File: src/rtl/mips_pkg.sv
// Shared MIPS pipeline types and constants used by the data-memory access path.
package mips_pkg;

    typedef enum logic [1:0] {
        IDLE = 2'd0,
        BUSY = 2'd1,
        DONE = 2'd2
    } dmem_state_t;

    localparam logic [31:0] DMEM_POISON     = 32'hDEADBEEF;
    localparam logic [1:0]  WORD_ALIGN_MASK = 2'b11;

    function automatic logic is_word_aligned(input logic [1:0] byte_off);
        return (byte_off & WORD_ALIGN_MASK) == 2'b00;
    endfunction

endpackage

File: src/rtl/dmem_wdog.sv
// Saturating BUSY-cycle counter for the data-memory timeout; o_expired marks
// the cycle in which the count reaches LIMIT.
module dmem_wdog #(
    parameter int unsigned LIMIT = 255
) (
    input  logic clk,
    input  logic reset,
    input  logic i_clear,
    input  logic i_en,
    output logic o_expired
);

    localparam int unsigned CNT_W = $clog2(LIMIT + 1);
    localparam logic [CNT_W-1:0] CNT_MAX  = CNT_W'(LIMIT);
    localparam logic [CNT_W-1:0] CNT_LAST = CNT_W'(LIMIT - 1);

    logic [CNT_W-1:0] r_cnt;

    always_ff @(posedge clk or negedge reset) begin
        if (!reset) begin
            r_cnt <= '0;
        end else if (i_clear) begin
            r_cnt <= '0;
        end else if (i_en && (r_cnt != CNT_MAX)) begin
            r_cnt <= r_cnt + 1'b1;
        end
    end

    // r_cnt counts completed enabled cycles, so the current one is the LIMIT-th
    assign o_expired = i_en && (r_cnt >= CNT_LAST);

endmodule

File: src/rtl/dmem_access_ctrl.sv
// MEM-stage data-memory sequencer: EX/MEM load/store -> req/ack, with pipeline stall.
// Optional BUSY watchdog abort enabled by defining DMEM_TIMEOUT_EN.
module dmem_access_ctrl
    import mips_pkg::*;
#(
    parameter int unsigned ADDR_W      = 32,
    parameter int unsigned DATA_W      = 32,
    parameter int unsigned TIMEOUT_CYC = 255
) (
    input  logic              clk,
    input  logic              reset,
    input  logic              ctrl_memRead_ex_mem,
    input  logic              ctrl_memWrite_ex_mem,
    input  logic [ADDR_W-1:0] addr_ex_mem,
    input  logic [DATA_W-1:0] wdata_ex_mem,
    output logic              mem_req,
    output logic              mem_we,
    output logic [ADDR_W-1:0] mem_addr,
    output logic [DATA_W-1:0] mem_wdata,
    input  logic              mem_ack,
    input  logic [DATA_W-1:0] mem_rdata,
    output logic              stall_pipe,
    output logic              bubble_mem_wb,
    output logic [DATA_W-1:0] read_data_from_mem,
    output logic              err_misaligned,
    output logic              err_timeout
);

    dmem_state_t       r_state, w_state_nxt;
    logic              r_mem_req, w_mem_req_nxt;
    logic              r_mem_we, w_mem_we_nxt;
    logic [ADDR_W-1:0] r_mem_addr, w_mem_addr_nxt;
    logic [DATA_W-1:0] r_mem_wdata, w_mem_wdata_nxt;
    logic [DATA_W-1:0] r_read_data, w_read_data_nxt;
    logic              r_err_mis, w_err_mis_nxt;
    logic              w_access;
    logic              w_aligned;
    logic              w_both;

    assign w_access  = ctrl_memRead_ex_mem | ctrl_memWrite_ex_mem;
    assign w_both    = ctrl_memRead_ex_mem & ctrl_memWrite_ex_mem;
    assign w_aligned = is_word_aligned(addr_ex_mem[1:0]);

`ifdef DMEM_TIMEOUT_EN
    logic r_err_timeout, w_err_timeout_nxt;
    logic w_wdog_clear, w_wdog_en, w_wdog_expired;

    assign w_wdog_en = (r_state == BUSY);

    dmem_wdog #(
        .LIMIT (TIMEOUT_CYC)
    ) u_wdog (
        .clk       (clk),
        .reset     (reset),
        .i_clear   (w_wdog_clear),
        .i_en      (w_wdog_en),
        .o_expired (w_wdog_expired)
    );
`endif

    always_comb begin
        w_state_nxt     = r_state;
        w_mem_req_nxt   = r_mem_req;
        w_mem_we_nxt    = r_mem_we;
        w_mem_addr_nxt  = r_mem_addr;
        w_mem_wdata_nxt = r_mem_wdata;
        w_read_data_nxt = r_read_data;
        w_err_mis_nxt   = 1'b0;
`ifdef DMEM_TIMEOUT_EN
        w_err_timeout_nxt = r_err_timeout;
        w_wdog_clear      = 1'b0;
`endif
        unique case (r_state)
            IDLE: begin
                if (w_access) begin
                    if (w_aligned) begin
                        w_mem_addr_nxt  = addr_ex_mem;
                        w_mem_wdata_nxt = wdata_ex_mem;
                        // simultaneous read+write is issued as a read
                        w_mem_we_nxt    = ctrl_memWrite_ex_mem & ~ctrl_memRead_ex_mem;
                        w_mem_req_nxt   = 1'b1;
                        w_state_nxt     = BUSY;
`ifdef DMEM_TIMEOUT_EN
                        w_wdog_clear    = 1'b1;
`endif
                    end else begin
                        w_err_mis_nxt   = ~w_both;
                        w_read_data_nxt = '0;
                        w_state_nxt     = DONE;
                    end
                end
            end
            BUSY: begin
                if (mem_ack) begin
                    w_mem_req_nxt = 1'b0;
                    if (!r_mem_we) begin
                        w_read_data_nxt = mem_rdata;
                    end
                    w_state_nxt = DONE;
                end
`ifdef DMEM_TIMEOUT_EN
                else if (w_wdog_expired) begin
                    w_mem_req_nxt     = 1'b0;
                    w_err_timeout_nxt = 1'b1;
                    w_read_data_nxt   = DATA_W'(DMEM_POISON);
                    w_state_nxt       = DONE;
                end
`endif
            end
            DONE: begin
                w_state_nxt = IDLE;
            end
            default: begin
                w_state_nxt   = IDLE;
                w_mem_req_nxt = 1'b0;
            end
        endcase
    end

    always_ff @(posedge clk or negedge reset) begin
        if (!reset) begin
            r_state     <= IDLE;
            r_mem_req   <= 1'b0;
            r_mem_we    <= 1'b0;
            r_mem_addr  <= '0;
            r_mem_wdata <= '0;
            r_read_data <= '0;
            r_err_mis   <= 1'b0;
        end else begin
            r_state     <= w_state_nxt;
            r_mem_req   <= w_mem_req_nxt;
            r_mem_we    <= w_mem_we_nxt;
            r_mem_addr  <= w_mem_addr_nxt;
            r_mem_wdata <= w_mem_wdata_nxt;
            r_read_data <= w_read_data_nxt;
            r_err_mis   <= w_err_mis_nxt;
        end
    end

`ifdef DMEM_TIMEOUT_EN
    always_ff @(posedge clk or negedge reset) begin
        if (!reset) begin
            r_err_timeout <= 1'b0;
        end else begin
            r_err_timeout <= w_err_timeout_nxt;
        end
    end

    assign err_timeout = r_err_timeout;
`else
    assign err_timeout = 1'b0;
`endif

    assign mem_req            = r_mem_req;
    assign mem_we             = r_mem_we;
    assign mem_addr           = r_mem_addr;
    assign mem_wdata          = r_mem_wdata;
    assign read_data_from_mem = r_read_data;
    assign err_misaligned     = r_err_mis;
    assign stall_pipe         = ((r_state == IDLE) && w_access) || (r_state == BUSY);
    assign bubble_mem_wb      = stall_pipe;

endmodule

File: config.mk
export PLATFORM = sky130hd
export DESIGN_NAME = dmem_access_ctrl
export DESIGN_NICKNAME = d
export VERILOG_FILES = /design/src/rtl/mips_pkg.sv /design/src/rtl/dmem_wdog.sv /design/src/rtl/dmem_access_ctrl.sv
export SDC_FILE = /design/constraint.sdc
export NUM_CORES = 1
export LEC_CHECK = 0
export ABC_AREA = 1
export ABC_CLOCK_PERIOD_IN_PS = 2050
export CORE_MARGIN = 5
export CORE_UTILIZATION = 30
export DETAILED_ROUTE_END_ITERATION = 10
export GPL_ROUTABILITY_DRIVEN = 0
export PLACE_DENSITY = 0.64
export SYNTH_ARGS = -nofsm -noshare
export SYNTH_HDL_FRONTEND = slang
export SYNTH_SLANG_ARGS = --single-unit
export TNS_END_PERCENT = 30
File: constraint.sdc
create_clock -name clk -period 2.05 [get_ports clk]
set_input_delay 0.41 -clock clk [delete_from_list [all_inputs] [get_ports clk]]
set_output_delay 0.41 -clock clk [all_outputs]
set_load 0.01 [all_outputs]
======== Yosys cells after proc, flatten, opt, wreduce, memory -nomap -nowiden ========
Cells that the tools add are included.
word-level totals
  input bits .............................. 101
  RAM bits ................................ 0
  bits in read-only memories .............. 0
  bits in latches ......................... 0
  flip-flop bits (word level) ............. 101
  memories kept ........................... 0
  output and inout port bits .............. 102
cells by class
  bitwise operators ....................... 6
  $mul .................................... 0
  reductions and logical operators ........ 9
  div/mod/pow operators ................... 0
  muxes and demuxes ....................... 16
  equal/unequal tests ..................... 7
  add/subtract/negate cells ............... 0
  shifts and indexed selects .............. 0
  magnitude comparators ................... 0
operators by type and width
  operator              number
  $mux W32              4
  $pmux W32 S2          1
  $ne A2 B2 Y1 const B  5
  $mux W1               6
  $mux W2               3
  $reduce_and A5 Y1     1
  $logic_not A2 Y1      2
  $pmux W2 S2           1
  $reduce_and A4 Y1     1
  $not A1 Y1            3
  $pmux W1 S3           1
  $reduce_and A3 Y1     1
  $and A1 B1 Y1         2
  $eq A2 B1 Y1 const B  1
  $eq A2 B2 Y1 const B  1
  $reduce_and A2 Y1     1
  $reduce_bool A2 Y1    1
  $logic_and A1 B1 Y1   1
  $logic_or A1 B1 Y1    1
  $or A1 B1 Y1          1

======== Depth between registers and ports, before layout ========
Gate-level depths: netlist (run 1).
  depth in word-level cells ............... 5
  gate-level depth with buffers ........... 8
  gate-level depth less buffers ........... 7

======== Worst setup path before layout (run 1) ========
No wires, ideal clock.
  path type ............................... register to output
  from .................................... register r_state[1]
  to ...................................... output port stall_pipe
  data required time ...................... 1.640 ns
  stages on the path, launching flop included .. 6
  arrival time ............................ 1.125 ns
  buffers on the path ..................... 2
  slack ................................... 0.515 ns
  cells stage by stage .................... dfrtp_1 > inv_2 > nand2_2 > buf_2 > o21ai_0 > buf_4
on the way
  longest elaborated chain between the ends .. 3
RTL lines
  item                    line                     source
  start, declared         dmem_access_ctrl.sv:29   dmem_state_t r_state, w_state_nxt;
  start signal, assigned  dmem_access_ctrl.sv:130  r_state <= w_state_nxt;
  $logic_not A2 Y1        dmem_access_ctrl.sv:160  assign stall_pipe = ((r_state == IDLE) && w_access) || (r_state == BUSY);
  $logic_and A1 B1 Y1     dmem_access_ctrl.sv:160
  $logic_or A1 B1 Y1 (*)  dmem_access_ctrl.sv:160
  end, declared           dmem_access_ctrl.sv:22   output logic stall_pipe,
Mark *: on every way between the ends. The rest lies on a longest branch, timed or not.

======== Worst setup path after layout (run 1) ========
  from .................................... input port ctrl_memWrite_ex_mem
  to ...................................... output port stall_pipe
on the way
  longest elaborated chain between the ends .. 3
RTL lines
  item                 line                     source
  start, declared      dmem_access_ctrl.sv:13   input logic ctrl_memWrite_ex_mem,
  $or A1 B1 Y1         dmem_access_ctrl.sv:40   assign w_access = ctrl_memRead_ex_mem | ctrl_memWrite_ex_mem;
  $logic_and A1 B1 Y1  dmem_access_ctrl.sv:160
  $logic_or A1 B1 Y1   dmem_access_ctrl.sv:160
No other way between the ends.

==> results of run 1 <==
[routing by layer]
metal / routed length [um] / share of wire, % / up-vias / GRT usage, %
li1: - / - / 1918 / -
met1: 4960 / 41 / 1761 / 18.0
met2: 5680 / 47 / 132 / 23.4
met3: 1160 / 9.7 / 14 / 5.54
met4: 231 / 1.9 / 0 / 6.18
met5: 0 / 0 / - / 0
[worst max-delay path by stage]
stage                                start            end  slack, ps  cells past startpoint
global placement      ctrl_memWrite_ex_mem  bubble_mem_wb       -220                      5
global route          ctrl_memWrite_ex_mem     stall_pipe         20                      5
detailed placement     ctrl_memRead_ex_mem  bubble_mem_wb       -230                      5
floorplan           r_state[1]$_DFFE_PN0P_     stall_pipe        520                      5
finish                ctrl_memWrite_ex_mem     stall_pipe         80                      5
CTS                   ctrl_memWrite_ex_mem  bubble_mem_wb         70                      5
[cell type report]
type                            count  share of cell area (%)
Clock buffer                       12                    3.82
Timing Repair Buffer              217                    32.3
Multi-Input combinational cell    341                    20.2
Sequential cell                   101                    37.6
Inverter                           42                    2.35
Clock inverter                      4                   0.335
Tap cell                          180                    3.35
[cell usage in the layout (no fill, tap or decap), types with 3 or more instances in the layout]
cell type          n
buf_12             3
buf_4             13
clkbuf_16          9
clkdlybuf4s50_1  198
clkinv_2           3
dfrtp_1          101
inv_1             39
inv_2              3
nand2_1          262
nand3_1           33
nor2_1            35
[registers in the layout (all words and copies together) (netlist names)]
signal              count
err_misaligned          1
mem_addr               32
mem_req                 1
mem_wdata              32
mem_we                  1
r_state                 2
read_data_from_mem     32
[power by group through the flow]
stage          Combinational (W)  Sequential, W  Clock (W)
3_5_place_dp             0.00369        0.00324          0
6_report                 0.00362        0.00323    0.00159
4_1_cts                  0.00370        0.00323    0.00166
2_1_floorplan            0.00113        0.00357          0
5_1_grt                  0.00397        0.00333    0.00173
3_3_place_gp             0.00365        0.00321          0
[kinds of logic (layout without fill, tap and decap cells)]
logic type	count (synthesis)	in the layout
DFF	101	101
buffers and inverters	69	275
and+or+nand+nor	335	335
AOI/OAI and AO/OA	5	5
other	1	1
[critical path: cells and delay by family]
| family | cells | cell delay (ps) |
|---|---|---|
| and+or+nand+nor | 1 | 200 |
| AOI/OAI and AO/OA | 1 | 90 |
| buffers and inverters | 3 | 850 |
[metrics by stage]
stage / hold WS (ps) / setup WS [ps] / total power (W)
3_5_place_dp: 375 / -229 / 0.00693
5_1_grt: 495 / 19.6 / 0.00903
6_report: 466 / 83.1 / 0.00843
4_1_cts: 473 / 74.1 / 0.00859
3_3_place_gp: 376 / -223 / 0.00687
2_1_floorplan: 114 / 515 / 0.00469
[synthesized netlist by cell type]
library cell and instances:
a21oi_1 1, buf_1 2, buf_2 16, buf_4 7
clkbuf_1 2, conb_1 1, dfrtp_1 101, inv_1 39
inv_2 3, nand2_1 262, nand2_2 2, nand3_1 33
nand3_2 1, nor2_1 36, nor2_2 1, o21a_1 1
o21ai_0 2, o21ai_4 1
[repair_timing]
action                                  in CTS  in global routing
gates resized for setup                      4                  0
endpoints found under the hold margin        1                  0
hold buffers                                 1                  0
endpoints found under the setup margin       2                  0
==> results.json, run 1 <==
{
  "status": "finished, final reports clean",
  "period_share_pct": 95.9,
  "ctsHtreeMaxLevel": 3,
  "crit_path_top_delay_cell": "clkdlybuf4s50_1",
  "multi_input_area_mm2": 0.00136,
  "fp.dieH_um": 128,
  "yosysWarningCount": 0,
  "r2r_cells": 8,
  "syn_area_per_cell_um2": 8.20,
  "timing.rr.end": "read_data_from_mem[10]$_DFFE_PN0P_",
  "r2r_setup_slack_ps": 360,
  "hold_depth": 2,
  "cts.sinks": 101,
  "period_needed_ps": 1970,
  "finalSetupTns_ps": 0,
  "synth_seq_cells": 101,
  "ant_nets": 0,
  "p_leak_nw": 3.44,
  "skew_ps": 6.19,
  "cp.arrival_ps": 1560,
  "holdPathEnd": "mem_addr[1]$_DFFE_PN0P_",
  "ys_seq_area_share_pct": 60.4,
  "rsz0062_at_grt": "false",
  "max-cap-violations": 0,
  "synth-compound-area-share_pct": 0.926,
  "synth.net_count": 612,
  "drive_gt1_share_pct": 5.58,
  "routedWlPerCell_um": 13.4,
  "pwr-share-clk_pct": 18.8,
  "via_per_inst": 4.26,
  "numCtsBuffers": 9,
  "synth_top_family_by_area": "simple AND/OR/NAND/NOR gates",
  "postRouteWirelength_um": 12000,
  "post-dp-hpwl_um": 8850,
  "layoutNonFillerInstCount": 897,
  "crit_path_max_fanout": 3,
  "synth_top_area_cell": "dfrtp_1",
  "powerDensity_mw_per_mm2": 1260,
  "finalSetupViolations": 0,
  "drt-pass1-iter-count": 4,
  "syn_area_mm2": 0.00419,
  "port_buffers": 201,
  "n_antenna_cell": 0,
  "syn_inst": 511,
  "p_int_w": 0.00559,
  "fin_util_pct": 48.7,
  "grt_pass1_vias": 3960,
  "nFillCells": 1339,
  "clk_latency_ps": 340,
  "die_area_mm2": 0.0164,
  "seq_power_share_pct": 38.3,
  "drtIter0Drc": 131,
  "nets": 813,
  "area_growth_pct": 60.3,
  "min_path_type": "reg2reg",
  "cp_cell_sequence": "clkdlybuf4s50_1, nor2_2, o21ai_1, buf_4, dlygate4sd2_1",
  "num_io_pins": 203,
  "min-delay-start": "mem_addr[1]$_DFFE_PN0P_",
  "cp-end-kind": "output port",
  "start_util_pct": 30.4,
  "cpPeakStageDelay_ps": 430,
  "ys_types": 18,
  "swShare_pct": 33.7,
  "path_class": "in2out",
  "via_count": 3825,
  "place_inst": 880,
  "cts_tree": "done",
  "hold_viol": 0,
  "die_x_um": 128,
  "core-area_mm2": 0.0138,
  "combPwrFrac_pct": 42.9,
  "max_freq_ghz": 0.508,
  "synthTopCellsByArea": "dfrtp_1 (60%), nand2_1 (23%), nand3_1 (3.9%)",
  "synthSimpleGateAreaFrac_pct": 31.3,
  "synthAdderAreaFrac_pct": 0,
  "worstReg2RegStart": "r_state[1]$_DFFE_PN0P_",
  "grt.overflow.total": 0,
  "critPathLaunchType": "input port",
  "path_clk_slew_ps": 60,
  "grt_pass1_wl_um": 19500,
  "synth_mux_area_share_pct": 0,
  "worstPathRequired_ps": 1640,
  "final_area_mm2": 0.00671,
  "peakVddDrop_mv": 0.576,
  "route.detailed.drc": 0,
  "cts_setup_buffers": 0,
  "maxSlewViolCount": 0,
  "cts_root_buf": "clkbuf_16",
  "clk_path_buf_depth": 2,
  "switching_power_w": 0.00284,
  "row_count": 43,
  "netlist.area_leader.share_pct": 60.4,
  "postPlaceCellArea_mm2": 0.00642,
  "regArea_mm2": 0.00253,
  "antenna_found_initial": 0,
  "grt_start_max_net_pins": 61,
  "synth_xor_xnor_area_share_pct": 0,
  "grt_usage_pct": 14.7
}
(Power assumes the default switching activity.)
==> run 2: changes to the inputs <==
--- a/config.mk
+++ b/config.mk
@@ -7,11 +7,14 @@
 export LEC_CHECK = 0
 export ABC_AREA = 1
 export ABC_CLOCK_PERIOD_IN_PS = 2050
+export CELL_PAD_IN_SITES_DETAIL_PLACEMENT = 1
+export CELL_PAD_IN_SITES_GLOBAL_PLACEMENT = 2
 export CORE_MARGIN = 5
-export CORE_UTILIZATION = 30
+export CORE_UTILIZATION = 24
+export CTS_BUF_LIST = sky130_fd_sc_hd__clkbuf_8
 export DETAILED_ROUTE_END_ITERATION = 10
 export GPL_ROUTABILITY_DRIVEN = 0
-export PLACE_DENSITY = 0.64
+export PLACE_DENSITY = 0.89
 export SYNTH_ARGS = -nofsm -noshare
 export SYNTH_HDL_FRONTEND = slang
 export SYNTH_SLANG_ARGS = --single-unit
==> results.json, run 2 (synthesis results as in run 1) <==
{
  "status": "finished, final reports clean",
  "antenna_found_initial": 0,
  "post-dp-hpwl_um": 10600,
  "clk_path_buf_depth": 2,
  "core-area_mm2": 0.0172,
  "powerDensity_mw_per_mm2": 1230,
  "critPathTopFamily": "buffers and inverters",
  "route.detailed.drc": 0,
  "maxSlewViolCount": 0,
  "via_count": 4001,
  "grt_pass1_vias": 4500,
  "postRouteWirelength_um": 14000,
  "finalSetupViolations": 0,
  "cp_cell_sequence": "clkdlybuf4s50_1",
  "grt_usage_pct": 14.0,
  "period_needed_ps": 1820,
  "finalSetupTns_ps": 0,
  "n_antenna_cell": 0,
  "cpPeakStageDelay_ps": 610,
  "layout_commonest_cell": "nand2_1",
  "worstPathRequired_ps": 1640,
  "cp-end-kind": "output port",
  "crit_buf_inv": 1,
  "row_count": 48,
  "holdWs_ps": 387,
  "ant_nets": 0,
  "max_freq_ghz": 0.549,
  "critPathLaunchType": "flop",
  "drt-pass1-iter-count": 4,
  "multi_input_area_mm2": 0.00136,
  "start_util_pct": 24.3,
  "crit_path_top_delay_cell": "clkdlybuf4s50_1",
  "min_path_type": "in2reg",
  "num_io_pins": 203,
  "fp.dieH_um": 142,
  "cp.arrival_ps": 1410,
  "port_buffers": 201,
  "rsz0062_at_grt": "false",
  "regArea_mm2": 0.00253,
  "peakVddDrop_mv": 0.559,
  "final_cell_mix": "nand2_1 (262), clkdlybuf4s50_1 (196), dfrtp_1 (101)",
  "drive_gt1_share_pct": 5.59,
  "grt_pass1_wl_um": 22800,
  "ctsHtreeMaxLevel": 3,
  "grt_start_max_net_pins": 63,
  "die_area_mm2": 0.0202,
  "area_growth_pct": 60.4,
  "cts_tree": "done",
  "die_x_um": 142,
  "nFillCells": 2035,
  "nets": 811,
  "routedWlPerCell_um": 14.9,
  "period_share_pct": 88.9,
  "max-cap-violations": 0,
  "skew_ps": 13.3,
  "drtIter0Drc": 157,
  "via_per_inst": 4.26,
  "numCtsBuffers": 9,
  "path_clk_slew_ps": 100,
  "clk_latency_ps": 370,
  "crit_path_max_fanout": 3,
  "p_leak_nw": 3.41,
  "hold_viol": 0,
  "grt.overflow.total": 0,
  "cts.sinks": 101,
  "cts_root_buf": "clkbuf_8",
  "path_class": "reg2out"
}
run 2: changes by cell type in the layout (fill, tap and decap cells not counted), sizes merged, moves of 2 or more:
cell,before,now
clkdlybuf4s50,198,196
clkinvlp,1,4
clkbuf,12,9
clkinv,3,1
buf,16,14
clkdlybuf4s15,0,2
run 2: area by class of cell:
type                            count  share of cell area (%)
Multi-Input combinational cell    341                    20.3
Timing Repair Buffer              215                    32.6
Clock buffer                        9                    1.84
Clock inverter                      7                    1.10
Tap cell                          225                    4.19
Sequential cell                   101                    37.6
Inverter                           42                    2.35
run 2: where the power goes:
group          internal, W  switching, W  leakage (nW)
sequential         0.00276      0.000467          1.30
clock             0.000566      0.000732        0.0879
combinational      0.00199       0.00176          2.02
run 2: per-layer routing:
metal / routed length, um / track usage, %
met1: 5580 / 16.0
met2: 6810 / 24.0
met3: 1360 / 5.34
met4: 247 / 4.70
met5: 0 / 0
run 2: worst register-to-register path: stages, from the launching register on:
cell,delay (ps)
dfrtp_1,450
inv_2,90
nand2_2,50
buf_4,250
o21ai_4,340
nand2_2,130
buf_12,190
nand2_1,70
nand2_1,50
run 2: repair_timing:
item | CTS | global route
gates resized for setup | 8 | 1
cloned | 0 | 0
hold buffers | 1 | 0
hold endpoints to repair | 25 | 0
setup endpoints to repair | 2 | 2
buffers inserted | 0 | 0
run 2: per-stage QoR:
step           total power [W]  utilization [%]  setup slack [ps]  instance area (um2)  cells
2_1_floorplan          0.00469                -               515                 4190    511
3_3_place_gp           0.00696             37.7              -443                 6500    923
3_5_place_dp           0.00710             37.7              -424                 6500    923
4_1_cts                0.00845             39.0              18.7                 6720    940
5_1_grt                0.00888             39.0               140                 6720    940
6_report               0.00828             39.0               228                 6720    940
run 2: worst paths after layout:
kind	from	end	slack (ps)	depth (start not counted)
worst min-delay path	ctrl_memRead_ex_mem	mem_we$_DFFE_PN0P_	390	4
worst max register to register	r_state[1]$_DFFE_PN0P_	read_data_from_mem[9]$_DFFE_PN0P_	310	8
worst max-delay path	mem_we$_DFFE_PN0P_	mem_we	230	1
min in group asynchronous	reset	mem_addr[0]$_DFFE_PN0P_	530	2
worst min register to register	read_data_from_mem[2]$_DFFE_PN0P_	read_data_from_mem[2]$_DFFE_PN0P_	480	2
max in group asynchronous	reset	mem_addr[27]$_DFFE_PN0P_	890	3
